## config.mk

```make
export PLATFORM = sky130hd
export DESIGN_NAME = max7219_rx_flat
export DESIGN_NICKNAME = d
export VERILOG_FILES = /design/src/rtl/max7219_rx_pkg.sv /design/src/rtl/max7219_rx_if.sv /design/src/rtl/max7219_rx_sync_edge.sv /design/src/rtl/max7219_rx.sv /design/src/flat_wrapper.sv
export SDC_FILE = /design/constraint.sdc
export NUM_CORES = 1
export LEC_CHECK = 0
export CELL_PAD_IN_SITES_DETAIL_PLACEMENT = 0
export CELL_PAD_IN_SITES_GLOBAL_PLACEMENT = 1
export CORE_MARGIN = 2
export CORE_UTILIZATION = 35
export CTS_CLUSTER_SIZE = 8
export DETAILED_ROUTE_END_ITERATION = 8
export PLACE_DENSITY = 0.75
export SLEW_MARGIN = 10
export SYNTH_ARGS = -nofsm -noshare
export SYNTH_HDL_FRONTEND = slang
export SYNTH_HIERARCHICAL = 1
export SYNTH_SLANG_ARGS = --single-unit
```

## constraint.sdc

```tcl
create_clock -name clk -period 3.9 [get_ports clk]
set_input_delay 0.585 -clock clk [delete_from_list [all_inputs] [get_ports clk]]
set_output_delay 0.585 -clock clk [all_outputs]
set_load 0.01 [all_outputs]
```

## src/rtl/max7219_rx_pkg.sv

```systemverilog
// Shared MAX7219 register map and word type, used by both the driver and the receive-side model.
package max7219_pkg;

    typedef logic [15:0] max_word_t;

    localparam logic [3:0] REG_NOOP      = 4'h0;
    localparam logic [3:0] REG_DIGIT0    = 4'h1;
    localparam logic [3:0] REG_DIGIT1    = 4'h2;
    localparam logic [3:0] REG_DIGIT2    = 4'h3;
    localparam logic [3:0] REG_DIGIT3    = 4'h4;
    localparam logic [3:0] REG_DIGIT4    = 4'h5;
    localparam logic [3:0] REG_DIGIT5    = 4'h6;
    localparam logic [3:0] REG_DIGIT6    = 4'h7;
    localparam logic [3:0] REG_DIGIT7    = 4'h8;
    localparam logic [3:0] REG_DECODE    = 4'h9;
    localparam logic [3:0] REG_INTENSITY = 4'hA;
    localparam logic [3:0] REG_SCANLIMIT = 4'hB;
    localparam logic [3:0] REG_SHUTDOWN  = 4'hC;
    localparam logic [3:0] REG_TEST      = 4'hF;

    localparam logic [4:0] WORD_BITS = 5'd16;
    localparam logic [4:0] CNT_MAX   = 5'd31;

    function automatic logic [3:0] word_addr(input max_word_t w);
        return w[11:8];
    endfunction

endpackage

```

## src/rtl/max7219_rx_if.sv

```systemverilog
// Three-wire MAX7219 serial link plus the daisy-chain return line.
interface max7219_rx_if;
    logic spi_clk;
    logic spi_din;
    logic spi_load;
    logic spi_dout;

    modport master (output spi_clk, output spi_din, output spi_load, input spi_dout);
    modport slave  (input spi_clk, input spi_din, input spi_load, output spi_dout);
endinterface

```

## src/rtl/max7219_rx_sync_edge.sv

```systemverilog
// Multi-stage synchronizer with a previous-value flop and registered edge strobes.
module sync_edge #(
    parameter int unsigned STAGES = 2
) (
    input  logic clk,
    input  logic reset_n,
    input  logic d,
    output logic level,
    output logic rise,
    output logic fall
);

    logic [STAGES-1:0] chain;

    always_ff @(posedge clk or negedge reset_n) begin
        if (!reset_n) begin
            chain <= '0;
            level <= 1'b0;
            rise  <= 1'b0;
            fall  <= 1'b0;
        end else begin
            chain <= {chain[STAGES-2:0], d};
            level <= chain[STAGES-1];
            rise  <= chain[STAGES-1] & ~level;
            fall  <= ~chain[STAGES-1] & level;
        end
    end

endmodule

```

## src/rtl/max7219_rx.sv

```systemverilog
// Receive-side MAX7219 model: oversamples DIN/CLK/LOAD, assembles 16-bit words and keeps the shadow registers.
module max7219_rx
    import max7219_pkg::*;
#(
    parameter int unsigned SYNC_STAGES = 2
) (
    input  logic              clk,
    input  logic              reset_n,
    max7219_rx_if.slave       spi,
    output logic [63:0]       digits,
    output logic [7:0]        decode_mode,
    output logic [3:0]        intensity,
    output logic [2:0]        scan_limit,
    output logic              shutdown,
    output logic              display_test,
    output logic              word_valid,
    output max_word_t         word,
    output logic              overrun,
    output logic              short_word
);

    logic clk_level, clk_rise, clk_fall;
    logic load_level, load_rise, load_fall;
    logic din_level, din_rise, din_fall;

    sync_edge #(.STAGES(SYNC_STAGES)) u_sync_clk (
        .clk(clk), .reset_n(reset_n), .d(spi.spi_clk),
        .level(clk_level), .rise(clk_rise), .fall(clk_fall)
    );
    sync_edge #(.STAGES(SYNC_STAGES)) u_sync_load (
        .clk(clk), .reset_n(reset_n), .d(spi.spi_load),
        .level(load_level), .rise(load_rise), .fall(load_fall)
    );
    sync_edge #(.STAGES(SYNC_STAGES)) u_sync_din (
        .clk(clk), .reset_n(reset_n), .d(spi.spi_din),
        .level(din_level), .rise(din_rise), .fall(din_fall)
    );

    logic unused_edges;
    assign unused_edges = &{1'b0, clk_level, din_rise, din_fall};

    max_word_t  sr;
    logic [4:0] bit_cnt;
    logic       dout_q;
    logic [3:0] addr;
    logic [7:0] data;
    logic [3:0] dig_sel;

    assign addr    = word_addr(sr);
    assign data    = sr[7:0];
    assign dig_sel = addr - 4'd1;
    assign spi.spi_dout = dout_q;

    always_ff @(posedge clk or negedge reset_n) begin
        if (!reset_n) begin
            sr           <= '0;
            bit_cnt      <= '0;
            dout_q       <= 1'b0;
            digits       <= '0;
            decode_mode  <= '0;
            intensity    <= '0;
            scan_limit   <= '0;
            shutdown     <= 1'b1;
            display_test <= 1'b0;
            word_valid   <= 1'b0;
            word         <= '0;
            overrun      <= 1'b0;
            short_word   <= 1'b0;
        end else begin
            word_valid <= 1'b0;
            if (clk_fall) begin
                dout_q <= sr[15];
            end
            // load_level is already high on the rise cycle, so it also masks a coincident clock edge
            if (load_rise) begin
                bit_cnt <= '0;
                if (bit_cnt >= WORD_BITS) begin
                    word_valid <= 1'b1;
                    word       <= sr;
                    if (bit_cnt > WORD_BITS) begin
                        overrun <= 1'b1;
                    end
                    case (addr)
                        REG_DIGIT0, REG_DIGIT1, REG_DIGIT2, REG_DIGIT3,
                        REG_DIGIT4, REG_DIGIT5, REG_DIGIT6, REG_DIGIT7:
                            digits[{dig_sel[2:0], 3'b000} +: 8] <= data;
                        REG_DECODE:    decode_mode  <= data;
                        REG_INTENSITY: intensity    <= data[3:0];
                        REG_SCANLIMIT: scan_limit   <= data[2:0];
                        REG_SHUTDOWN:  shutdown     <= ~data[0];
                        REG_TEST:      display_test <= data[0];
                        default: ;
                    endcase
                end else begin
                    short_word <= 1'b1;
                end
            end else if (load_fall) begin
                bit_cnt <= '0;
            end else if (clk_rise && !load_level) begin
                sr <= {sr[14:0], din_level};
                if (bit_cnt != CNT_MAX) begin
                    bit_cnt <= bit_cnt + 5'd1;
                end
            end
        end
    end

endmodule

```

## src/flat_wrapper.sv

```systemverilog
// flat-port wrapper written by rule: the top's interface ports become plain ports
module max7219_rx_flat import max7219_pkg::*;
#(
    parameter int unsigned SYNC_STAGES = 2
)
  (clk, reset_n, digits, decode_mode, intensity, scan_limit, shutdown, display_test, word_valid, word, overrun, short_word, spi_spi_clk, spi_spi_din, spi_spi_load, spi_spi_dout);
  max7219_rx_if spi_i ();
  input  logic clk;
  input  logic reset_n;
  output logic [63:0] digits;
  output logic [7:0] decode_mode;
  output logic [3:0] intensity;
  output logic [2:0] scan_limit;
  output logic shutdown;
  output logic display_test;
  output logic word_valid;
  output max_word_t word;
  output logic overrun;
  output logic short_word;
  input wire logic [$bits(spi_i.spi_clk)-1:0] spi_spi_clk;
  input wire logic [$bits(spi_i.spi_din)-1:0] spi_spi_din;
  input wire logic [$bits(spi_i.spi_load)-1:0] spi_spi_load;
  output wire logic [$bits(spi_i.spi_dout)-1:0] spi_spi_dout;
  assign spi_i.spi_clk = spi_spi_clk;
  assign spi_i.spi_din = spi_spi_din;
  assign spi_i.spi_load = spi_spi_load;
  assign spi_spi_dout = spi_i.spi_dout;
  max7219_rx #(.SYNC_STAGES(SYNC_STAGES)) u_core (.clk(clk), .reset_n(reset_n), .spi(spi_i), .digits(digits), .decode_mode(decode_mode), .intensity(intensity), .scan_limit(scan_limit), .shutdown(shutdown), .display_test(display_test), .word_valid(word_valid), .word(word), .overrun(overrun), .short_word(short_word));
endmodule
```

After elaboration in Yosys (flattened, before gate mapping)
Cells that the tools add are included.
{"block": "classes", "shifts": 2, "reduce_logical": 16, "n_lt_le_gt_ge": 2, "n_mux": 7, "eq_ne": 14, "bitwise_logic": 12, "div_mod_pow": 0, "n_mul": 0, "add_sub_neg": 3}
{"cell": "bitwise mux 64 bit", "count": 1}
{"cell": "variable shift 8 x 8 -> 64 bit, first input constant", "count": 1}
{"cell": "variable part select 8 x 8 -> 64 bit", "count": 1}
{"cell": "== test 4 bit, second input constant", "count": 6}
{"cell": "AND reduction 3 bit", "count": 8}
{"cell": "two-way mux 5 bit", "count": 4}
{"cell": "== test 4 x 3 -> 1 bit, second input constant", "count": 4}
{"cell": "== test 4 x 2 -> 1 bit, second input constant", "count": 2}
{"cell": "negation 6 -> 8 bit", "count": 1}
{"cell": "inverter 1 bit", "count": 8}
{"cell": "OR reduction 8 bit", "count": 1}
{"cell": "AND reduction 2 bit", "count": 3}
{"cell": "nonzero test 3 bit", "count": 2}
{"cell": "adder 5 x 1 -> 5 bit, second input constant", "count": 1}
{"cell": ">= comparator 5 bit, second input constant", "count": 1}
{"cell": "greater-than comparator 5 bit, second input constant", "count": 1}
{"cell": "!= test 5 bit, second input constant", "count": 1}
{"cell": "AND 1 bit", "count": 4}
{"cell": "== test 4 x 1 -> 1 bit, second input constant", "count": 1}
{"cell": "subtractor 3 x 1 -> 3 bit, second input constant", "count": 1}
{"cell": "two-way mux 1 bit", "count": 2}
{"cell": "logical AND 1 bit", "count": 1}
{"cell": "logical NOT 1 bit", "count": 1}
{"block": "totals", "reg_bits": 135, "word_cells": 79, "output_inout_bits": 101, "ram_bits": 0, "memories": 0, "mem_bits_ro": 0, "latchBits": 0}

Logic depth before layout (Yosys ltp)
Gate-level depths: netlist of run 1.
{"block": "depth", "word_depth": 5, "ltp_mapped": 9, "ltp_nobuf": 7}

Modules after synthesis
Netlist of run 1, hierarchy kept.
{"mod": "max7219_rx", "area_each_um2": 5392.7, "seq_area_each_um2": 3054.2, "cells_each": 469, "n_inst": 1}
{"mod": "sync_edge", "area_each_um2": 140.1, "seq_area_each_um2": 125.1, "cells_each": 7, "n_inst": 3}

Least setup slack after synthesis of run 1
OpenSTA, ideal clock, no wires.
{"block": "synth_timing", "path_type": "reg-to-reg", "from": "reg u_core.sr[8]", "to": "reg u_core.digits[0]", "path_buffers": 1, "t_arrival_ps": 2521, "setup_slack_ps": 1247, "synth_period_minus_slack_ps": 2653, "stages_incl_launch_ff": 9, "setup_time_ps": 132, "cell_sequence": "dfrtp_1 > inv_1 > ha_1 > xnor2_1 > ha_1 > clkbuf_1 > nor3b_1 > nand4_2 > mux2i_1"}
{"block": "synth_via", "elab_chain_cells": 4, "elab_cells_between_ends": 15, "cone_classes": "add/sub: 2; eq/ne: 8; shift: 2; mux: 1; reduce/logical: 2"}
{"item": "start: declaration", "line_no": "max7219_rx.sv:42", "text": "max_word_t sr;"}
{"item": "start signal: assignment", "line_no": "max7219_rx.sv:100", "text": "sr <= {sr[14:0], din_level};"}
{"item": "subtractor 3 x 1 -> 3 bit", "line_no": "max7219_rx.sv:51", "text": "assign dig_sel = addr - 4'd1;"}
{"item": "negation 6 -> 8 bit", "line_no": "max7219_rx.sv:86", "text": "digits[{dig_sel[2:0], 3'b000} +: 8] <= data;"}
{"item": "variable part select 8 x 8 -> 64 bit or variable shift 8 x 8 -> 64 bit (tied branches)", "line_no": "max7219_rx.sv:86"}
{"item": "bitwise mux 64 bit", "line_no": "max7219_rx.sv:86"}
{"item": "end signal: indexed assignment", "line_no": "max7219_rx.sv:86"}
{"item": "end: declaration", "line_no": "max7219_rx.sv:10", "text": "output logic [63:0] digits,"}
Several ways; a longest one is shown, not always the timed one.
A chain may end at the register's enable or synchronous reset.

Worst setup path in the final report of run 1
{"block": "layout_timing", "from": "reg u_core.sr[8]", "to": "reg u_core.digits[37]"}
The elaborated chain is that of the path after synthesis.

==> results by group, run 1 <==
Status
  – Status: completed

Detailed routing
  – Via-per-instance ratio: 4.596
  – Vias: 3778
  – Post-route ant nets: 0
  – Initial DRC Count: 150
  – DR WL/cell: 16.30 um
  – DRC viols: 0
  – Detailed Route WL: 13.40 mm
  – Drt first pass iters: 4

Timing
  – Slew @ Worst Pin: 1.068 ns
  – Slew headroom: 0.2883
  – Final hold violations: 0
  – Hold slack final: 0.3230 ns
  – Final setup viols: 0
  – Max-slew violations: 0
  – Setup Skew: 0.007082 ns
  – Fin crit period: 3.133 ns
  – Fmax achieved: 319.2 MHz
  – Part of the cycle the worst path needs: 0.8033
  – Sum of negative setup slack: 0 ns
  – RSZ-0062 raised after global routing: no

Power
  – Seq pwr share: 0.503
  – Net Sw Frac: 0.2521
  – NetSw: 0.7883 mW
  – LEAKAGE: 3.747 nW
  – Combinational power share: 0.030
  – Int Power: 2.338 mW
  – VDD IR max: 0.2843 mV
  – Clock power frac: 0.466
  – PwrDens: 414.2 mW/mm^2

Die
  – Die H: 132.2 um
  – Initial Util: 0.3605
  – CORE AREA: 0.01594 mm^2
  – IO Pins: 106
  – Die width: 132.2 um
  – Die footprint: 0.01746 mm^2
  – Row cnt: 46

Final layout
  – Final net count: 611
  – Post-Route Utilization: 0.4736
  – Layout cells sized above 1: 0.1700
  – Finished Cell Area: 0.007550 mm^2
  – # fillers: 1469
  – Area of the multi-input gates: 0.002077 mm^2
  – Area Growth Syn to Fin: 31.35%
  – Register area: 0.003379 mm^2
  – Antenna diodes: 0

Clocking
  – Clock sinks: 135
  – CTS buffer count: 17
  – # Post-CTS Setup Buffers: 0
  – CTS tree: built
  – Hold_buf cts: 0
  – Max Buffers Root-to-Sink: 2
  – Root Buffer: clkbuf_16
  – Clk_lat worst skew: 0.42 ns
  – Post-CTS Resized: 0
  – H-tree depth: 4
  – Clk pin slew, worst setup/hold paths: 0.06 ns

Critical path
  – Longest individual stage delay on the worst path: 0.57 ns
  – Worst endpoint required time: 4.20 ns
  – Critical Path Source Type: flop
  – Setup CP Type: reg2reg
  – R2r startpoint: u_core/sr[8]
  – FF-to-FF End: u_core/digits[37]
  – R2R Setup Slk: 0.77 ns
  – Max Fanout on Critical Path: 21
  – Worst Path Buf+Inv: 1
  – Crit path launch: u_core/sr[8]
  – CP Depth: 7
  – Crit path top cell by count: ha_1
  – Top delay family on crit path: adder cells
  – CP endpoint: u_core/digits[37]
  – Reg2reg path depth: 7
  – CP max-delay cell: ha_1
  – Worst setup EP type: flop
  – Cell Chain, Critical Path: inv_1 -> ha_1 -> xnor2_1 -> ha_1 -> nor3b_2 -> nand4_4 -> mux2_2
  – CP arrival: 3.43 ns

GRT
  – Total global-route track usage: 0.1619
  – Initial antenna violation count: 0
  – Largest net degree at the start of global routing: 119
  – First-pass GRT wire length: 21.89 mm
  – Total gr overflow: 0
  – Vias in the first global route: 3937

Yosys
  – Syn_nets: 503
  – Mapped cell area: 0.005748 mm^2
  – Yosys warning count: 6
  – Synthesized area per cell: 11.83 um^2
  – Mapped Cells: 486

Placed design
  – IO buf count: 105
  – GP Congestion: 0.7603
  – Placed inst area: 0.007012 mm^2
  – Dpl hpwl: 8.844 mm

Run
  – Max cap viols: 0

Worst hold path
  – Hold Crit Class: in2async
## per-stage QoR
stage          power, mW  setup WS [ns]  cells
2_1_floorplan      1.583          1.247    486
3_3_place_gp       1.703         0.9449    791
3_5_place_dp       1.705         0.7494    791
4_1_cts            3.182         0.7276    822
5_1_grt            3.261         0.4589    822
6_report           3.127         0.7673    822
## cell usage in the layout (no fill, tap or decap), types with 4 or more instances in the layout
cell type and instances:
nand2_1 99, mux2i_1 48, and3_1 14, nor2_1 11, buf_4 4, ha_1 12, nand4_2 4, nor2b_1 5
o21ai_0 4, mux2_2 47, clkbuf_16 17, inv_1 54, clkinv_2 6, clkdlybuf4s50_1 104, dfrtp_1 134
## power by group through the flow
stage / Sequential (mW) / Combinational [mW] / Clock [mW]
6_report: 1.57 / 0.0944 / 1.46
5_1_grt: 1.59 / 0.108 / 1.57
4_1_cts: 1.58 / 0.0978 / 1.50
3_5_place_dp: 1.61 / 0.0979 / 0
3_3_place_gp: 1.61 / 0.0935 / 0
2_1_floorplan: 1.48 / 0.106 / 0
## worst min-delay path by stage
stage	start	end	cells after the start
finish	reset_n	u_core/spi.spi_dout	1
global route	u_core/u_sync_load/chain[0]	u_core/u_sync_load/chain[1]	0
CTS	u_core/u_sync_din/chain[0]	u_core/u_sync_din/chain[1]	0
detailed placement	u_core/u_sync_din/chain[0]	u_core/u_sync_din/chain[1]	0
global placement	u_core/u_sync_din/chain[0]	u_core/u_sync_din/chain[1]	0
floorplan	reset_n	u_core/bit_cnt[0]	0
## flip-flops by register name, summed over array words and instances, names as in the netlist, 2 cells and up
register,count
u_core/u_sync_clk/chain,2
u_core/scan_limit,3
u_core/u_sync_load/chain,2
u_core/sr,16
u_core/decode_mode,8
u_core/word,16
u_core/digits,64
u_core/u_sync_din/chain,2
u_core/intensity,4
u_core/bit_cnt,5
## layer usage
metal / vias up / GRT usage / routed length, um
met1: 1890 / 0.2090 / 6139
met4: 0 / 0.05676 / 180
met2: 76 / 0.2624 / 6492
met3: 16 / 0.04460 / 586
met5: - / 0 / 0
li1: 1796 / - / -
## worst reg2reg max path, stage by stage (launching register included)
cell	delay, ns
dfrtp_1	0.52
inv_1	0.24
ha_1	0.31
xnor2_1	0.46
ha_1	0.57
nor3b_2	0.32
nand4_4	0.21
mux2_2	0.37
## cell type report
class	instances	area share
Multi-Input combinational cell	277	0.2751
Timing Repair Buffer	109	0.1434
Inverter	54	0.02685
Tap cell	216	0.03580
Sequential cell	135	0.4476
Clock inverter	13	0.01442
Clock buffer	18	0.05684
Power figures use the tool's default switching activity.
==> run 2, diff against run 1 <==
Clock period 3.9 ns to 3.18 ns, I/O delays scaled along.
==> results by group, run 2 (synthesis gave the netlist of run 1 again) <==
Clocking
  – # Post-CTS Setup Buffers: 0 (unchanged)
  – Max Buffers Root-to-Sink: 2 (unchanged)
  – Hold_buf cts: 0 (unchanged)
  – CTS tree: built (unchanged)
  – Clk pin slew, worst setup/hold paths: 0.06 ns (about the same)
  – Root Buffer: clkbuf_16 (unchanged)
  – Clock sinks: 135 (unchanged)
  – H-tree depth: 4 (unchanged)
  – Clk_lat worst skew: 0.42 ns (about the same)
  – CTS buffer count: 17 (unchanged)
  – Post-CTS Resized: 0 (unchanged)

Critical path
  – CP arrival: 3.08 ns (was 3.43 ns)
  – Worst setup EP type: flop (unchanged)
  – R2R Setup Slk: 0.42 ns (was 0.77 ns)
  – Reg2reg path depth: 7 (unchanged)
  – Setup CP Type: reg2reg (unchanged)
  – Worst endpoint required time: 3.51 ns (was 4.20 ns)
  – Critical Path Source Type: flop (unchanged)
  – Crit path launch: u_core/sr[9] (was u_core/sr[8])
  – Max Fanout on Critical Path: 21 (unchanged)
  – R2r startpoint: u_core/sr[9] (was u_core/sr[8])
  – CP endpoint: u_core/digits[16] (was u_core/digits[37])
  – FF-to-FF End: u_core/digits[16] (was u_core/digits[37])

Detailed routing
  – Vias: 3831 (was 3778)
  – Drt first pass iters: 4 (unchanged)
  – Post-route ant nets: 0 (unchanged)
  – Initial DRC Count: 193 (was 150)
  – DR WL/cell: 16.34 um (was 16.30 um)
  – Via-per-instance ratio: 4.644 (was 4.596)
  – DRC viols: 0 (unchanged)
  – Detailed Route WL: 13.48 mm (was 13.40 mm)

Final layout
  – Area of the multi-input gates: 0.002077 mm^2 (unchanged)
  – Commonest non-fill, non-tap cells in the layout: dfrtp_1 (134), clkdlybuf4s50_1 (104), nand2_1 (99) (unchanged)
  – Antenna diodes: 0 (unchanged)
  – Final net count: 614 (was 611)
  – Area Growth Syn to Fin: 33.54% (was 31.35%)
  – Largest reg by FF count: u_core/digits (unchanged)
  – # fillers: 1448 (was 1469)
  – Most common cell after layout, fill and taps aside: dfrtp_1 (unchanged)
  – Post-Route Utilization: 0.4815 (was 0.4736)
  – Final Non-Filler Cells: 825 (was 822)
  – Register area: 0.003379 mm^2 (unchanged)
  – Layout cells sized above 1: 0.1757 (was 0.1700)
  – Largest regs: u_core/digits x64, u_core/sr x16, u_core/word x16 (unchanged)
  – Largest register FFs: 64 (unchanged)

GRT
  – Largest net degree at the start of global routing: 84 (was 119)
  – Total global-route track usage: 0.1616 (was 0.1619)
  – Initial antenna violation count: 0 (unchanged)
  – Total gr overflow: 0 (unchanged)
  – Vias in the first global route: 3995 (was 3937)
  – First-pass GRT wire length: 21.79 mm (was 21.89 mm)

Status
  – Status: completed (unchanged)

Die
  – Initial Util: 0.3605 (unchanged)
  – Die width: 132.2 um (unchanged)
  – Row cnt: 46 (unchanged)
  – Die H: 132.2 um (unchanged)
  – Die footprint: 0.01746 mm^2 (unchanged)
  – IO Pins: 106 (unchanged)
  – CORE AREA: 0.01594 mm^2 (unchanged)

Worst hold path
  – Hold Crit Class: in2async (unchanged)

Timing
  – Max-slew violations: 0 (unchanged)
  – Setup Skew: 0.009919 ns (was 0.007082 ns)
  – Part of the cycle the worst path needs: 0.8665 (was 0.8033)
  – Slew headroom: 0.4859 (was 0.2883)
  – Slew @ Worst Pin: 0.7648 ns (was 1.068 ns)
  – Fin crit period: 2.755 ns (was 3.133 ns)
  – Fmax achieved: 362.9 MHz (was 319.2 MHz)
  – Hold slack final: 0.08751 ns (was 0.3230 ns)
  – Sum of negative setup slack: 0 ns (unchanged)
  – RSZ-0062 raised after global routing: no (unchanged)
  – Final setup viols: 0 (unchanged)
  – Final hold violations: 0 (unchanged)

Run
  – Max cap viols: 0 (unchanged)

Placed design
  – Placed cell count: 794 (was 791)
  – GP Congestion: 0.7749 (was 0.7603)
  – Dpl hpwl: 8.831 mm (was 8.844 mm)
  – IO buf count: 105 (unchanged)

Power
  – LEAKAGE: 3.810 nW (was 3.747 nW)
  – Post-layout power: 4.131 mW (was 3.127 mW)
  – PwrDens: 538.2 mW/mm^2 (was 414.2 mW/mm^2)
  – VDD IR max: 0.3653 mV (was 0.2843 mV)
## run 2: cell types whose count changed in the layout (fill, tap and decap cells not counted), sizes merged
cell / delta
bufinv: +3
clkbuf: +1
inv: -1
buf: +3
clkinv: -2
clkinvlp: -1
## run 2: report_power, final
group	switching [mW]	leakage, nW	total (mW)	internal, mW
sequential	0.178	1.85	1.93	1.75
clock	0.734	0.305	2.08	1.35
combinational	0.0645	1.66	0.118	0.0536
total	0.976	3.81	4.13	3.15
## run 2: how the worst min path moves through the flow
| stage | slack [ns] | end | cells after the start |
|---|---|---|---|
| final | 0.09 | u_core/word[13] | 1 |
| after global routing | 0.17 | u_core/word[13] | 1 |
| after CTS | 0.13 | u_core/word[13] | 1 |
| after detailed placement | 0.33 | u_core/u_sync_din/chain[1] | 0 |
| after global placement | 0.33 | u_core/u_sync_din/level | 0 |
| after floorplan | 0.18 | u_core/bit_cnt[0] | 0 |
## run 2: worst max-delay path: stages, from the launching register on
cell     delay [ns]
dfrtp_1        0.47
inv_1          0.18
ha_1           0.27
xnor2_1        0.17
ha_1           0.65
nor4b_2        0.67
nand2_1        0.10
mux2i_1        0.16
## run 2: per-stage QoR
stage          worst slack [ns]  instance area, um^2
3_3_place_gp             0.6171                 7047
6_report                 0.4246                 7676
2_1_floorplan            0.5274                 5748
5_1_grt                 0.08860                 7676
4_1_cts                  0.4820                 7676
3_5_place_dp             0.5035                 7047
## run 2: area by class of cell
type	instances	share of cell area
Clock inverter	12	0.02298
Inverter	54	0.02641
Timing Repair Buffer	112	0.1456
Clock buffer	19	0.05901
Multi-Input combinational cell	277	0.2706
Sequential cell	135	0.4403
Tap cell	216	0.03521
## run 2: per-layer routing
metal  vias to the layer above  share of wire  wire length (um)  track usage
li1                       1791              -                 -            -
met1                      1921           0.45              6028       0.2043
met2                        97           0.49              6570       0.2648
met3                        22          0.048               650      0.04498
met4                         0          0.017               229      0.06039
met5                         -              0                 0            0
